`src/rtl/binary_to_bcd_pkg.sv`:
```
// Shared definitions for the sequential binary-to-packed-BCD converter.
// Default widths, FSM state encoding and the iteration-counter sizing helper.
package binary_to_bcd_pkg;

    localparam int BIN_W_DEF  = 32;
    localparam int DIGITS_DEF = 7;

    typedef enum logic {
        IDLE = 1'b0,
        BUSY = 1'b1
    } state_t;

    // Counter must be able to hold 0..BIN_W.
    function automatic int cnt_width(input int bin_w);
        return $clog2(bin_w + 1);
    endfunction

    localparam int CNT_W_DEF = cnt_width(BIN_W_DEF);

endpackage

```
`src/rtl/binary_to_bcd_digit_adjust.sv`:
```
// Double-dabble correction cell: a BCD digit of 5 or more gets +3 so that the
// following left shift carries correctly into the next decimal digit.
module bcd_digit_adjust (
    input  logic [3:0] digit,
    output logic [3:0] adjusted
);

    assign adjusted = (digit >= 4'd5) ? digit + 4'd3 : digit;

endmodule

```
`src/rtl/binary_to_bcd.sv`:
```
// Sequential binary-to-packed-BCD converter, one double-dabble shift per clock.
// start is taken only in IDLE; done pulses once when bcd is loaded with a new result.
//
//   state | meaning
//   IDLE  | waiting for start, bcd holds the last result
//   BUSY  | shifting; BIN_W iterations, then load bcd and pulse done
module binary_to_bcd
    import binary_to_bcd_pkg::*;
#(
    parameter int BIN_W  = BIN_W_DEF,
    parameter int DIGITS = DIGITS_DEF
) (
    input  logic                  clk,
    input  logic                  rst,
    input  logic                  start,
    input  logic [BIN_W-1:0]      binary_in,
    output logic [4*DIGITS-1:0]   bcd,
    output logic                  done
);

    localparam int ACC_W = 4 * DIGITS;
    localparam int CW    = cnt_width(BIN_W);
    localparam logic [CW-1:0] CNT_LAST = CW'(BIN_W - 1);

    state_t             state, state_next;
    logic [ACC_W-1:0]   acc, acc_next, acc_adj;
    logic [BIN_W-1:0]   sh, sh_next;
    logic [CW-1:0]      cnt, cnt_next;
    logic [ACC_W-1:0]   bcd_next;
    logic               done_next;

    for (genvar i = 0; i < DIGITS; i++) begin : g_adj
        bcd_digit_adjust u_adj (
            .digit    (acc[4*i +: 4]),
            .adjusted (acc_adj[4*i +: 4])
        );
    end

    always_ff @(posedge clk) begin
        if (rst) begin
            state <= IDLE;
            acc   <= '0;
            sh    <= '0;
            cnt   <= '0;
            bcd   <= '0;
            done  <= 1'b0;
        end else begin
            state <= state_next;
            acc   <= acc_next;
            sh    <= sh_next;
            cnt   <= cnt_next;
            bcd   <= bcd_next;
            done  <= done_next;
        end
    end

    always_comb begin
        state_next = state;
        acc_next   = acc;
        sh_next    = sh;
        cnt_next   = cnt;
        bcd_next   = bcd;
        done_next  = 1'b0;

        unique case (state)
            IDLE: begin
                if (start) begin
                    sh_next    = binary_in;
                    acc_next   = '0;
                    cnt_next   = '0;
                    state_next = BUSY;
                end
            end
            BUSY: begin
                // Carry out of the top digit is dropped: result is modulo 10^DIGITS.
                acc_next = ACC_W'({acc_adj, sh[BIN_W-1]});
                sh_next  = {sh[BIN_W-2:0], 1'b0};
                cnt_next = cnt + CW'(1);
                if (cnt == CNT_LAST) begin
                    bcd_next   = acc_next;
                    done_next  = 1'b1;
                    state_next = IDLE;
                end
            end
            default: state_next = IDLE;
        endcase
    end

endmodule

```
`config.mk`:
```
export PLATFORM = sky130hd
export DESIGN_NAME = binary_to_bcd
export DESIGN_NICKNAME = d
export VERILOG_FILES = /design/src/rtl/binary_to_bcd_pkg.sv /design/src/rtl/binary_to_bcd_digit_adjust.sv /design/src/rtl/binary_to_bcd.sv
export SDC_FILE = /design/constraint.sdc
export NUM_CORES = 1
export LEC_CHECK = 0
export ABC_CLOCK_PERIOD_IN_PS = 2700
export CAP_MARGIN = 20
export CORE_MARGIN = 5
export CORE_UTILIZATION = 50
export CTS_CLUSTER_DIAMETER = 200
export CTS_CLUSTER_SIZE = 25
export DETAILED_ROUTE_END_ITERATION = 7
export DONT_BUFFER_PORTS = 1
export PLACE_DENSITY = 0.68
export SLEW_MARGIN = 20
export SYNTH_ARGS = -nofsm -noshare
export SYNTH_HDL_FRONTEND = slang
export SYNTH_SLANG_ARGS = --single-unit
```
`constraint.sdc`:
```
create_clock -name clk -period 2.7 [get_ports clk]
set_clock_uncertainty 0.1 [all_clocks]
set_input_delay 0.135 -clock clk [delete_from_list [all_inputs] [get_ports clk]]
set_output_delay 0.135 -clock clk [all_outputs]
set_load 0.02 [all_outputs]
```
Word-level counts from Yosys, hierarchy flattened --
Cells that the tools add are included.
Word-level totals: logic and storage cells 43, input port bits 35, output and inout port bits 29, register bits after elaboration 96
Operators by class: reductions and logical operators 2, $add $sub $neg 8, bitwise operators 1, order comparisons 7, multiplexer cells 17, equal/unequal tests 2
Operators by type and width (number):
- $pmux W32 S2 | 1
- $pmux W28 S2 | 1
- $mux W32 | 1
- $ge A4 B3 Y1 const B | 7
- $mux W28 | 1
- $add A4 B2 Y4 const B | 6
- $mux W4 | 6
- $pmux W6 S2 | 1
- $add A6 B1 Y6 const B | 1
- $eq A6 B5 Y1 const B | 1
- $mux W6 | 1
- $add A3 B2 Y3 const B | 1
- $mux W1 | 3
- $mux W3 | 1
- $ne A2 B2 Y1 const B | 1
- $pmux W1 S2 | 1
- $reduce_and A2 Y1 | 1
- $reduce_or A2 Y1 | 1
- $not A1 Y1 | 1

Longest topological paths before layout --
Gate-level depths: netlist (run 1).
word-level depth 3, mapped depth 6, gate-level depth less buffers 6

By module --
Synthesis (run 1) repeated with hierarchy kept, for this count alone.
Second synthesis, totals: cell total of the unflattened synthesis 537, area, all modules 4885.9 um^2
Modules (own cells, without submodules):
- binary_to_bcd | cells an instance 425, instances 1, sequential area each 1921.8 um^2, area each 4176.5 um^2
- bcd_digit_adjust | cells an instance 16, instances 7, sequential area each 0.0 um^2, area each 101.3 um^2

Least setup slack after synthesis (run 1) --
Ideal clock, no wire load.
path type flip-flop to flip-flop, start register cnt[0], end register bcd[13], path buffers 2, data required time 2527 ps, path slack 1050 ps, arrival 1477 ps, setup time 73 ps, cell stages (with the launch flop) 7, cells stage by stage dfxtp_1 > ha_1 > nand4_2 > or3_1 > buf_6 > buf_12 > o22ai_2
Between the ends: longest elaborated chain between the ends 2
Ends and longest elaborated chain:
- start: declaration | RTL line binary_to_bcd.sv:28 | logic [CW-1:0] cnt, cnt_next;
- start signal: assignment | RTL line binary_to_bcd.sv:51 | cnt <= cnt_next;
- $eq A6 B5 Y1 | RTL line binary_to_bcd.sv:79 | if (cnt == CNT_LAST) begin
- $reduce_and A2 Y1 (no source line)
- end signal: assignment | RTL line binary_to_bcd.sv:52 | bcd <= bcd_next;
- end: declaration | RTL line binary_to_bcd.sv:17 | output logic [4*DIGITS-1:0] bcd,
No other way between the ends. A chain may end at the register's enable or synchronous reset.

Worst setup path after layout (run 1) --
start register cnt[0], end register bcd[1]
The elaborated chain is that of the path after synthesis.

==> results.sh, run 1 <==
export IMPL_status="finished, final reports clean"
export IMPL_synth_edf_count=0
export IMPL_arrival_ns=2.14
export IMPL_drv_cap=0
export IMPL_total_power_mw=2.57
export IMPL_num_rows=34
export IMPL_hpwlAfterDp_um=5650
export IMPL_setup_ws_ns=0.742
export IMPL_slew_headroom_pct=49.1
export IMPL_fmax_mhz=511
export IMPL_portBuffers=0
export IMPL_syn_area_mm2=0.00441
export IMPL_fin_crit_ns=1.96
export IMPL_die_h_um=104
export IMPL_ant_nets=0
export IMPL_hold_viol=0
export IMPL_pre_cts_ws_ns=0.737
export IMPL_slew_viol_final=0
export IMPL_placed_area_mm2=0.00443
export IMPL_r2r_start="cnt[0]$_SDFFE_PP0P_"
export IMPL_synthFlopType="dfxtp_1"
export IMPL_worst_slew_pin_slew_ns=0.764
export IMPL_synth_area_leader_cell="dfxtp_1"
export IMPL_rsz0062_at_grt="no"
export IMPL_cts_root_buf="clkbuf_8"
export IMPL_met1_usage_pct=21.1
export IMPL_synth_seq_cells=96
export IMPL_synth_top_area_share_pct=43.6
export IMPL_grt_max_degree=77
export IMPL_ir_drop_uv=265
export IMPL_fin_area_mm2=0.00510
export IMPL_vias_per_cell=5.40
export IMPL_start_kind="register"
export IMPL_core_mm2=0.00868
export IMPL_clk_latency_ns=0.36
export IMPL_drt_wl_total_um=9160
export IMPL_ys_seq_area_share_pct=43.6
export IMPL_cts_resized=0
export IMPL_hp_start="start"
export IMPL_grt_util_met2_pct=29.5
export IMPL_drive_gt1_share_pct=9.36
export IMPL_end_kind="register"
export IMPL_dieArea_mm2=0.0108
export IMPL_clkSinkCount=96
export IMPL_grt_pass1_wl_um=16000
export IMPL_nets=590
export IMPL_place_congestion=0.802
export IMPL_yosys_warnings=0
export IMPL_use_met3_pct=4.84
export IMPL_synth_cell_types=32
export IMPL_yosysMostFrequentCell="dfxtp_1"
export IMPL_holdPathEnd="cnt[5]$_SDFFE_PP0P_"
export IMPL_synth_fp_nets=561
export IMPL_synth_area_leaders="dfxtp_1, mux2i_1, nor2_1"
export IMPL_period_share_pct=72.5
export IMPL_drt_pass1_iter_count=4
export IMPL_worstSetupPathType="reg2reg"
export IMPL_cts_setup_buffers=0
export IMPL_reg2reg_slack_ns=0.74
export IMPL_required_ns=2.88
export IMPL_cts_buffers=9
export IMPL_p_leak_nw=1.85
export IMPL_antenna_found_initial=0
export IMPL_vias=3524
export IMPL_drc=0
export IMPL_reg2reg_to="bcd[1]$_SDFFE_PP0P_"
export IMPL_area_growth_syn_to_layout_pct=15.7
export IMPL_start_util_pct=50.8
export IMPL_clockBufferDepth=2
export IMPL_path_clk_slew_ns=0.10
export IMPL_crit_fanout=15
export IMPL_postSynth_asyncResetShare_pct=0
export IMPL_grt_usage_pct=17.4
export IMPL_die_w_um=104
export IMPL_finalSetupTns_ns=0
export IMPL_diodes=0
export IMPL_ioPinCount=64
export IMPL_ff2ff_path_depth=4
export IMPL_finalSetupViolations=0
export IMPL_postSynthCellCount=511
export IMPL_drt_iter0_drc=132
export IMPL_synth_common_cells="dfxtp_1, nor2_1, a21oi_1"
export IMPL_min_delay_path_class="in2reg"
export IMPL_hold_buffers=46
export IMPL_wire_per_inst_um=14.0
export IMPL_gr_total_overflow=0
export IMPL_avgSynthCellArea_um2=8.63
export IMPL_power_density_mw_per_mm2=504
export IMPL_grt_pass1_vias=3423
export IMPL_holdPathStages=4
export IMPL_busiest_layer="met2"
export IMPL_cts_tree="done"
export IMPL_htree_levels=3
how the worst max path moves through the flow:
stage	from	to	slack [ns]	cells after the start
4_1_cts	cnt[0]$_SDFFE_PP0P_	bcd[1]$_SDFFE_PP0P_	0.72	4
3_5_place_dp	cnt[0]$_SDFFE_PP0P_	bcd[1]$_SDFFE_PP0P_	0.74	4
5_1_grt	cnt[0]$_SDFFE_PP0P_	bcd[1]$_SDFFE_PP0P_	0.58	4
2_1_floorplan	cnt[0]$_SDFFE_PP0P_	bcd[13]$_SDFFE_PP0P_	1.05	6
6_report	cnt[0]$_SDFFE_PP0P_	bcd[1]$_SDFFE_PP0P_	0.74	4
3_3_place_gp	cnt[0]$_SDFFE_PP0P_	bcd[5]$_SDFFE_PP0P_	0.80	4
critical path: stages, from the launching register on:
cell and delay [ns]:
dfxtp_1 0.39, ha_1 0.24, nand4_2 0.16, or3_1 0.71, o22ai_1 0.29
report_power, final:
part | leakage (nW) | total [mW] | internal, mW | switching [mW]
Sequential | 0.779 | 1.47 | 1.45 | 0.0212
Clock | 0.0838 | 0.871 | 0.344 | 0.527
Combinational | 0.990 | 0.228 | 0.117 | 0.112
Total | 1.85 | 2.57 | 1.91 | 0.659
registers in the layout, summed over array words and instances, names as in the netlist:
| signal | flops |
|---|---|
| acc | 28 |
| bcd | 28 |
| cnt | 6 |
| done | 1 |
| sh | 32 |
| state | 1 |
through the flow:
stage,hold slack [ns],std cells,utilization (%)
floorplan,0.227,511,-
finish,0.0302,653,58.8
global placement,0.111,591,51.1
detailed placement,0.113,591,51.1
CTS,0.0179,653,58.8
global route,0.0353,653,58.8
layout by cell type (no fill, tap or decap), types with 10 or more instances in the layout:
master	n
nand2b_1	17
nand3_1	10
nand2_1	34
mux2i_1	34
a21oi_1	56
o21ai_0	36
dlygate4sd3_1	44
inv_1	16
dfxtp_1	95
ha_1	15
nor3b_1	14
nor2_1	90
area by class of cell:
cell class                      instances  area (um^2)
Inverter                               16         60.1
Clock buffer                            9          124
Timing Repair Buffer                   51          538
Fill cell                             781         3580
Multi-Input combinational cell        366         2260
Tap cell                              108          135
Clock inverter                          7         56.3
Sequential cell                        96         1920
cell families after synthesis:
kind of cell	Yosys count	synth area share (%)
mux	43	10.0
compound gates	119	16.1
simple gates	182	19.3
buf+inv	49	5.31
flops	96	43.6
xor+xnor	7	1.39
fa+ha+maj	15	4.26
metal layers:
metal	up-vias	wire length, um	part of all wire, %
met5	-	0	0
met2	62	4450	49
met4	0	133	1.5
li1	1802	-	-
met3	12	476	5.2
met1	1648	4100	45
Note: power is estimated with default switching activity, not from simulation.
==> run 2: changes to the inputs <==
ABC_CLOCK_PERIOD_IN_PS = 1800   (was 2700)
PLACE_DENSITY = 0.71   (was 0.68)
clock period = 1.8 ns   (was 2.7 ns; I/O delays follow)
==> run 2 against run 1 <==
Critical path depth rose by 2. Setup slack got worse by 0.68 ns. Sequential share of layout area rose by 0.19 points. Flip-flop and latch count did not move. Via count fell by 0.34%. Non-clock buffer count fell by 5. First-iteration DRC count fell by 3.0%. Wire length rose by 2.8%. Utilization fell by 0.22 points. Clock power rose by 44%. Count of clock-buffer cells in the layout did not move.
==> results.sh, run 2 (synthesis results as in run 1) <==
export IMPL_place_congestion=0.811
export IMPL_drt_pass1_iter_count=4
export IMPL_ant_nets=0
export IMPL_utilization_pct=58.5
export IMPL_final_common_cell="dfxtp_1"
export IMPL_grt_pass1_wl_um=15800
export IMPL_vias=3512
export IMPL_holdPathStages=4
export IMPL_grt_max_degree=84
export IMPL_ioPinCount=64
export IMPL_period_share_pct=96.6
export IMPL_start_util_pct=50.8
export IMPL_power_density_mw_per_mm2=745
export IMPL_gr_total_overflow=0
export IMPL_largest_registers="sh: 32 flops, acc: 28 flops, bcd: 28 flops"
export IMPL_largest_reg_flops=32
export IMPL_wl_met2_um=4580
export IMPL_clockBufferDepth=2
export IMPL_portBuffers=0
export IMPL_cts_setup_buffers=0
export IMPL_hpwlAfterDp_um=5750
export IMPL_worstSetupPathType="reg2reg"
export IMPL_start_kind="register"
export IMPL_dieArea_mm2=0.0108
export IMPL_final_cell_mix="dfxtp_1, nor2_1, a21oi_1"
export IMPL_drt_wl_total_um=9420
export IMPL_fin_crit_ns=1.74
export IMPL_diodes=0
export IMPL_htree_levels=3
export IMPL_drt_iter0_drc=128
export IMPL_slew_headroom_pct=44.2
export IMPL_placed_area_mm2=0.00449
export IMPL_fin_area_mm2=0.00508
export IMPL_finalSetupViolations=0
export IMPL_nets=585
export IMPL_crit_fanout=3
export IMPL_min_delay_path_class="in2reg"
export IMPL_drive_gt1_share_pct=13.2
export IMPL_num_rows=34
export IMPL_drc=0
export IMPL_top_register="sh"
export IMPL_clkSinkCount=96
export IMPL_cts_root_buf="clkbuf_8"
export IMPL_antenna_found_initial=0
export IMPL_cts_tree="done"
export IMPL_clk_latency_ns=0.35
export IMPL_required_ns=1.98
export IMPL_worst_slew_pin_slew_ns=0.834
export IMPL_die_w_um=104
export IMPL_path_clk_slew_ns=0.09
export IMPL_end_kind="register"
export IMPL_core_mm2=0.00868
export IMPL_dr_wl_met3_um=446
export IMPL_grt_usage_pct=17.3
export IMPL_vias_per_cell=5.43
export IMPL_total_power_mw=3.79
export IMPL_wire_per_inst_um=14.6
export IMPL_grt_pass1_vias=3494
export IMPL_slew_viol_final=0
export IMPL_drv_cap=0
export IMPL_wl_met1_um=4150
export IMPL_cts_buffers=9
export IMPL_die_h_um=104
export IMPL_hold_viol=0
export IMPL_status="finished, final reports clean"
export IMPL_fmax_mhz=575
export IMPL_arrival_ns=1.92
export IMPL_highest_layer="met4"
export IMPL_area_growth_syn_to_layout_pct=15.2
export IMPL_ir_drop_uv=421
export IMPL_p_leak_nw=1.85
export IMPL_ff2ff_path_depth=6
run 2: cell types whose count changed in the layout (fill, tap and decap cells not counted), moves of 2 or more:
cell           before  now
a21oi_2             0    7
dlygate4sd3_1      44   33
a21oi_1            56   49
dfxtp_1            95   93
dfxtp_2             1    3
buf_4               4    9
ha_1               15    9
ha_2                0    6
run 2: critical path: stages (launching register included):
cell	delay [ns]
dfxtp_1	0.37
inv_1	0.09
ha_1	0.17
nand2b_1	0.17
a21oi_2	0.20
mux2_2	0.38
o22ai_2	0.17
run 2: final timing paths:
path,slack (ns),from,endpoint
setup / recovery,0.06,acc[21]$_SDFFE_PP0P_,bcd[22]$_SDFFE_PP0P_
hold reg to reg,0.37,acc[25]$_SDFFE_PP0P_,acc[25]$_SDFFE_PP0P_
hold / removal,0.04,rst,acc[13]$_SDFFE_PP0P_
setup reg to reg,0.06,acc[21]$_SDFFE_PP0P_,bcd[22]$_SDFFE_PP0P_
run 2: power breakdown:
| group | internal [mW] | switching, mW | leakage, nW |
|---|---|---|---|
| registers | 2.17 | 0.0292 | 0.780 |
| clock network | 0.502 | 0.752 | 0.0817 |
| logic | 0.155 | 0.175 | 0.986 |
run 2: area by class of cell:
cell class | count | area [um^2]
inverters | 16 | 60.1
repair buffers | 46 | 485
fillers | 775 | 3600
multi-input cells | 366 | 2300
flip-flops and latches | 96 | 1930
clock buffers | 9 | 124
well taps | 108 | 135
clock inverters | 6 | 46.3
run 2: what timing repair did:
item	in CTS	in global routing
hold endpoints to repair	79	0
hold buffers	35	0
resized for setup	1	15
pin swaps	0	1
setup endpoints to repair	1	20
run 2: per-stage QoR:
stage	TNS, ns	hold WS [ns]	worst slack (ns)	std cells
2_1_floorplan	0	0.182	0.150	511
3_5_place_dp	0	0.0673	0.00914	597
5_1_grt	-0.0160	0.0355	-0.0160	647
3_3_place_gp	0	0.0662	0.117	597
6_report	0	0.0390	0.0607	647
4_1_cts	0	0.0177	0.0321	647
run 2: per-layer routing:
metal	track usage [%]	up-vias
met5	0	-
met4	7.86	0
met3	4.10	22
met2	29.3	70
met1	20.7	1633
li1	-	1787
==> run 3: changes to the inputs <==
BUFFER_PORTS_ARGS = -buffer_cell sky130_fd_sc_hd__buf_4   (was default)
DONT_BUFFER_PORTS = default   (was 1)
PLACE_DENSITY = 0.77   (was 0.71)
==> run 3 against run 2 <==
Flip-flop and latch count did not move. Sequential share of layout area fell by 2.7 points. Combinational power rose by 10%. Largest cell class unchanged. Largest power group unchanged. Total power rose by 9.4%. Critical path depth did not move. Sequential power barely moved. Register-to-register slack barely moved. Final area rose by 7.8%. Via count rose by 5.0%.
==> results.sh, run 3 (synthesis results as in run 1) <==
export IMPL_grt_pass1_vias=3652
export IMPL_fillerInstances=735
export IMPL_hold_viol=0
export IMPL_hp_start="binary_in[26]"
export IMPL_arrival_ns=1.92
export IMPL_worstSetupPathType="reg2reg"
export IMPL_slew_headroom_pct=51.1
export IMPL_clk_latency_ns=0.36
export IMPL_dieArea_mm2=0.0108
export IMPL_ir_drop_uv=743
export IMPL_die_h_um=104
export IMPL_finalSetupTns_ns=0
export IMPL_ant_nets=0
export IMPL_start_kind="register"
export IMPL_top_register="sh"
export IMPL_drt_pass1_iter_count=4
export IMPL_antenna_found_initial=0
export IMPL_nets=637
export IMPL_largest_reg_flops=32
export IMPL_largest_registers="sh: 32 flops, acc: 28 flops, bcd: 28 flops"
export IMPL_drc=0
export IMPL_grt_usage_pct=18.0
export IMPL_utilization_pct=63.1
export IMPL_status="finished, final reports clean"
export IMPL_cts_setup_buffers=0
export IMPL_die_w_um=104
export IMPL_slew_viol_final=0
export IMPL_num_rows=34
export IMPL_vias=3689
export IMPL_drt_iter0_drc=158
export IMPL_htree_levels=3
export IMPL_total_power_mw=4.14
export IMPL_place_congestion=0.830
export IMPL_fin_crit_ns=1.74
export IMPL_required_ns=1.98
export IMPL_placed_area_mm2=0.00498
export IMPL_cts_buffers=9
export IMPL_gr_total_overflow=0
export IMPL_ioPinCount=64
export IMPL_area_growth_syn_to_layout_pct=24.2
export IMPL_r2r_start="acc[0]$_SDFFE_PP0P_"
export IMPL_power_density_mw_per_mm2=756
export IMPL_cp_num_buf_inv=1
export IMPL_p_leak_nw=2.14
export IMPL_portBuffers=63
export IMPL_grt_pass1_wl_um=16600
export IMPL_cts_tree="done"
export IMPL_slowest_stage="mux2_2"
export IMPL_path_clk_slew_ns=0.09
export IMPL_cp_startpoint="acc[0]$_SDFFE_PP0P_"
export IMPL_vias_per_cell=5.27
export IMPL_cp_cell_sequence="inv_1, ha_2, nand2b_1, a21oi_1, mux2_2, o21ai_0"
export IMPL_clockBufferDepth=2
export IMPL_crit_fanout=5
export IMPL_grt_max_degree=58
export IMPL_fmax_mhz=574
export IMPL_max_stage_delay_ns=0.38
export IMPL_crit_family="compound AO/OA/AOI/OAI gates"
export IMPL_multiInputGateArea_mm2=0.00229
export IMPL_hpwlAfterDp_um=6450
export IMPL_drive_gt1_share_pct=22.1
export IMPL_end_kind="register"
export IMPL_diodes=0
export IMPL_rsz0062_at_grt="yes"
export IMPL_final_cell_mix="dfxtp_1, nor2_1, buf_4"
export IMPL_seqCellArea_mm2=0.00193
export IMPL_min_delay_path_class="in2reg"
export IMPL_fin_area_mm2=0.00548
export IMPL_worst_slew_pin_slew_ns=0.731
export IMPL_drv_cap=0
export IMPL_start_util_pct=50.8
export IMPL_period_share_pct=96.7
export IMPL_clkSinkCount=96
export IMPL_wire_per_inst_um=14.2
export IMPL_drt_wl_total_um=9910
export IMPL_cts_root_buf="clkbuf_8"
export IMPL_finalSetupViolations=0
export IMPL_final_common_cell="dfxtp_1"
export IMPL_core_mm2=0.00868
## run 3: cell types whose count changed in the layout (fill, tap and decap cells not counted), moves of 2 or more
cell and change:
a21oi_2 -2, dlygate4sd3_1 -10, bufinv_16 +2, buf_4 +63, a21oi_1 +2
## run 3: worst paths after layout
check                           depth (start not counted)  slack [ns]                   to
worst max-delay path                                    6        0.06  acc[2]$_SDFFE_PP0P_
worst min-delay path                                    5        0.01  sh[26]$_SDFFE_PP0P_
worst max register to register                          6        0.06  acc[2]$_SDFFE_PP0P_
worst min register to register                          2        0.38  acc[5]$_SDFFE_PP0P_
## run 3: area by class of cell
class / instances / share of cell area [%]
multi-input combinational: 366 / 41.9
sequential: 96 / 35.2
timing repair buffer: 98 / 15.2
clock buffer: 10 / 2.51
tap: 108 / 2.47
clock inverter: 6 / 1.69
inverter: 16 / 1.10
## run 3: per-stage QoR
stage / cells / hold slack [ns] / worst slack [ns]
3_3_place_gp: 661 / 0.294 / 0.130
4_1_cts: 700 / 0.00292 / 0.0430
5_1_grt: 700 / 0.0363 / -0.0300
3_5_place_dp: 661 / 0.323 / 0.0585
2_1_floorplan: 511 / 0.182 / 0.150
6_report: 700 / 0.0121 / 0.0588
## run 3: power breakdown
| part | internal (mW) | switching [mW] |
|---|---|---|
| clock network | 0.825 | 0.752 |
| registers | 2.17 | 0.0286 |
| logic | 0.179 | 0.185 |
## run 3: tightest hold or removal path, delay by kind of cell
| family | cells | cell delay (ns) |
|---|---|---|
| AOI/OAI and AO/OA | 1 | 0.05 |
| and+or+nand+nor | 2 | 0.17 |
| muxes | 1 | 0.06 |
| buffers and inverters | 1 | 0.08 |
## run 3: repair_timing
action	CTS	global route
endpoints found under the hold margin	34	0
setup endpoints to repair	0	13
hold buffers	23	0
gates resized for setup	0	12
## run 3: metal layers
| layer | vias to the layer above | track usage (%) | wire length (um) |
|---|---|---|---|
| met1 | 1707 | 20.5 | 4230 |
| met2 | 73 | 31.7 | 4990 |
| met4 | 0 | 5.46 | 131 |
| met5 | - | 0 | 0 |
| met3 | 14 | 5.90 | 548 |
| li1 | 1895 | - | - |
